File: src/rtl/mux4_to_1.sv
// Four-way data selector with a combinational output and an enable-qualified
// registered copy that also tracks capture validity and select changes.
`timescale 1ns/1ps

module mux4_to_1 #(
    parameter int unsigned WIDTH   = 1,
    parameter int unsigned RST_VAL = 0
) (
    input  logic             clk,
    input  logic             rst_n,
    input  logic [WIDTH-1:0] a,
    input  logic [WIDTH-1:0] b,
    input  logic [WIDTH-1:0] c,
    input  logic [WIDTH-1:0] d,
    input  logic             s1,
    input  logic             s0,
    input  logic             en,
    output logic [WIDTH-1:0] out,
    output logic [WIDTH-1:0] out_q,
    output logic [1:0]       sel_q,
    output logic             q_vld,
    output logic             sel_chg
);

    localparam logic [WIDTH-1:0] RST_VAL_W = WIDTH'(RST_VAL);

    logic [1:0]       sel_s;
    logic [WIDTH-1:0] out_q_d;
    logic [1:0]       sel_q_d;
    logic             q_vld_d;
    logic             sel_chg_d;

    assign sel_s = {s1, s0};

    // Combinational select; an unknown select propagates X instead of picking an input
    always_comb begin
        out = {WIDTH{1'bx}};
        case (sel_s)
            2'b00:   out = a;
            2'b01:   out = b;
            2'b10:   out = c;
            2'b11:   out = d;
            default: out = {WIDTH{1'bx}};
        endcase
    end

    // Next-state for the capture registers; sel_chg only pulses on a capture edge
    always_comb begin
        out_q_d   = out_q;
        sel_q_d   = sel_q;
        q_vld_d   = q_vld;
        sel_chg_d = 1'b0;
        if (en) begin
            out_q_d   = out;
            sel_q_d   = sel_s;
            q_vld_d   = 1'b1;
            sel_chg_d = q_vld && (sel_s != sel_q);
        end else begin
            sel_chg_d = 1'b0;
        end
    end

    // Capture registers with asynchronous active-low clear
    always_ff @(posedge clk or negedge rst_n) begin
        if (!rst_n) begin
            out_q   <= RST_VAL_W;
            sel_q   <= 2'b00;
            q_vld   <= 1'b0;
            sel_chg <= 1'b0;
        end else begin
            out_q   <= out_q_d;
            sel_q   <= sel_q_d;
            q_vld   <= q_vld_d;
            sel_chg <= sel_chg_d;
        end
    end

endmodule

File: config.mk
export PLATFORM = sky130hd
export DESIGN_NAME = mux4_to_1
export DESIGN_NICKNAME = d
export VERILOG_FILES = /design/src/rtl/mux4_to_1.sv
export SDC_FILE = /design/constraint.sdc
export NUM_CORES = 1
export LEC_CHECK = 0
export CORE_AREA = 2 2 39 41
export CTS_CLUSTER_DIAMETER = 100
export CTS_CLUSTER_SIZE = 24
export DETAILED_ROUTE_END_ITERATION = 16
export DIE_AREA = 0 0 41 43
export MAX_ROUTING_LAYER = met4
export PLACE_DENSITY_LB_ADDON = 0.08
export SYNTH_ARGS = -nofsm -noshare
export SYNTH_HDL_FRONTEND = slang
export SYNTH_SLANG_ARGS = --single-unit
File: constraint.sdc
create_clock -name clk -period 1.68 [get_ports clk]
set_input_delay 0.504 -clock clk [delete_from_list [all_inputs] [get_ports clk]]
set_output_delay 0.504 -clock clk [all_outputs]
set_load 0.01 [all_outputs]
==> impl_metrics.tcl, run 1 <==
set metrics [dict create \
    synth_top_area_share_pct 53.76 \
    reg2reg_from "q_vld" \
    firstDrtPassIters 1 \
    synth.area.top_cells "dfrtp_1 (54%), mux2i_1 (13%), xnor2_1 (7.5%)" \
    ant_nets 0 \
    vdd_drop_max_v 0.0002493 \
    ys_types 11 \
    drcViolationCount 0 \
    antenna_found_initial 0 \
    met3WireLength_um 52 \
    hold_class "in2async" \
    htreeDepth 1 \
    setup_viol 0 \
    skew_ns 0.001467 \
    routed_via_density 3.922 \
    report.final.slew_viol_count 0 \
    syn_area_um2 232.7 \
    clk_latency_ns 0.24 \
    reg2reg_to "q_vld" \
    synth_flop_cell "dfrtp_1" \
    drtIter0Drc 0 \
    worst_r2r_path_depth 1 \
    grt_max_degree 8 \
    drt-met1-wl_um 209 \
    fp.dieW_um 41 \
    path_clk_slew_ns 0.04 \
    root_buffer "clkbuf_4" \
    synth_top_cell_by_area "dfrtp_1" \
    cts_buffer_depth 2 \
    wl_per_cell_um 9.266 \
    synthToLayoutAreaGrowth_pct 107.5 \
    grt_pass1_wl_mm 1.055 \
    wl_met2_um 318 \
    hpwl_um 420.8 \
    synth_fp_nets 29 \
    path_class "reg2out" \
    cp-end-kind "output pin" \
    cts_hold_buf 0 \
    timing.fmax_ghz 0.6174 \
    power_density_nw_per_um2 770.5 \
    tightest_slew_ns 0.2336 \
    synthCells 20 \
    cpMaxStageDelayCell "clkdlybuf4s50_1" \
    maxCapViolations 0 \
    yosysSeqAreaShare_pct 53.76 \
    crit_buf_inv 1 \
    path_cells "clkdlybuf4s50_1" \
    hold_viol 0 \
    synth-warning-count 0 \
    diodes 0 \
    post-route-util_pct 34.90 \
    fin_nets 58 \
    start_util_pct 16.82 \
    path_depth 1 \
    crit_path_max_fanout 2 \
    status "completed" \
    max_stage_delay_ns 0.54 \
    grt_use_total_pct 10.01 \
    min_period_ns 1.620 \
    crit_required_ns 1.18 \
    cts_buffers 3 \
    drive_above_1_share_pct 35.42 \
    place_area_um2 422.9 \
    finalCritPeriodShare_pct 96.41 \
    max-slew-margin-rel_pct 84.38 \
    critPathArrivalTime_ns 1.12 \
    die_area_um2 1763 \
    synth-edff-count 0 \
    gp_congestion 0.5990 \
    fin_cells 64 \
    rsz0062_at_grt "no" \
    fin_area_um2 483.0 \
    avgSynthCellArea_um2 11.64 \
    synth_commonest_cells "dfrtp_1 (5), mux2i_1 (3), nand2_1 (2), nand2b_1 (2), xnor2_1 (2)" \
    rows 14 \
    start_kind "flop" \
    io_pins 15 \
    grt.overflow.total 0 \
    worstSetupStartpoint "out_q" \
    grt_pass1_vias 272 \
    hold_ws_ns 0.4863 \
    top_layer "met4" \
    die_y_um 43 \
    p_leak_nw 0.2283 \
    ys_ff_latch 5 \
    place_inst 54 \
    cts_tree "built" \
    num_vias 251 \
    synth_most_common_cell "dfrtp_1" \
    reg2reg_slack_ns 0.89 \
    ys_async_sr_fraction_pct 100.0 \
    numClockSinks 5 \
    critPathCapture "out_q" \
    totalWireLength_um 593 \
    core_area_um2 1384 \
    crit_family "buffers and inverters" \
    port_buffers 14 \
]
-- power breakdown --
| group | switching [mW] | internal [mW] |
|---|---|---|
| logic | 0.0332 | 0.0621 |
| clock network | 0.0498 | 0.0898 |
| registers | 0.00593 | 0.131 |
-- final cells by class --
type,count,area (um^2)
Clock buffer,4,26.28
Fill cell,157,900.9
Inverter,1,3.754
Multi-Input combinational cell,14,103.9
Sequential cell,5,125.1
Tap cell,16,20.02
Timing Repair Buffer,24,203.9
-- layout by cell type, fill, tap and decap left out --
cell type        count
nand2_1              2
mux2_2               1
dlymetal6s2s_1       1
nand2b_1             2
clkdlybuf4s50_1      4
buf_2                2
o21ai_0              1
a21oi_1              1
or2_2                1
clkdlybuf4s15_1      4
clkbuf_4             3
xnor2_1              2
buf_4               10
clkbuf_1             1
inv_1                1
dfrtp_1              5
dlygate4sd2_1        3
mux2i_1              3
o221ai_1             1
-- how the worst min path moves through the flow --
stage | depth (start not counted) | slack, ns | from | to
5_1_grt | 1 | 0.50 | rst_n | sel_chg
3_5_place_dp | 1 | 0.49 | q_vld | q_vld
3_3_place_gp | 1 | 0.48 | q_vld | q_vld
6_report | 1 | 0.49 | rst_n | sel_chg
4_1_cts | 1 | 0.48 | rst_n | sel_chg
2_1_floorplan | 0 | 0.21 | rst_n | out_q
-- state kept, by name (all words and copies together) (netlist names) --
| signal | cells |
|---|---|
| sel_chg | 1 |
| sel_q | 2 |
| out_q | 1 |
| q_vld | 1 |
-- cells by family (layout without fill, tap and decap cells) --
group           Yosys count  after routing  synth area share, %
compound gates            3              3                8.061
xor+xnor                  2              2                7.528
buf+inv                   1             29                1.611
flops                     5              5                53.76
mux                       4              4                17.74
simple gates              5              5                11.29
-- layer usage --
metal  track usage [%]  vias to the layer above
li1                  -                      124
met1             9.091                      112
met2             14.06                       13
met3             3.141                        2
met4             12.00                        0
met5                 -                        -
-- metrics by stage --
stage	setup TNS [ns]	power, mW	setup WS (ns)
2_1_floorplan	0	0.1673	0.3295
3_3_place_gp	-0.7327	0.2294	-0.7151
3_5_place_dp	-0.7180	0.2298	-0.7056
4_1_cts	0	0.3807	0.02466
5_1_grt	0	0.3974	0.003947
6_report	0	0.3721	0.06034
-- repair_timing --
action                                  in CTS  in global routing
endpoints found under the setup margin       3                  2
setup buffers                                5                  1
gates resized for setup                     15                  5
Power figures use the tool's default switching activity.
==> run 2: changes to the inputs <==
--- a/config.mk
+++ b/config.mk
@@ -12,6 +12,7 @@
 export DIE_AREA = 0 0 41 43
 export MAX_ROUTING_LAYER = met4
 export PLACE_DENSITY_LB_ADDON = 0.08
+export SLEW_MARGIN = 10
 export SYNTH_ARGS = -nofsm -noshare
 export SYNTH_HDL_FRONTEND = slang
 export SYNTH_SLANG_ARGS = --single-unit
==> results of run 2 <==
The final DEF is identical to that of run 1; final timing and power are the same.
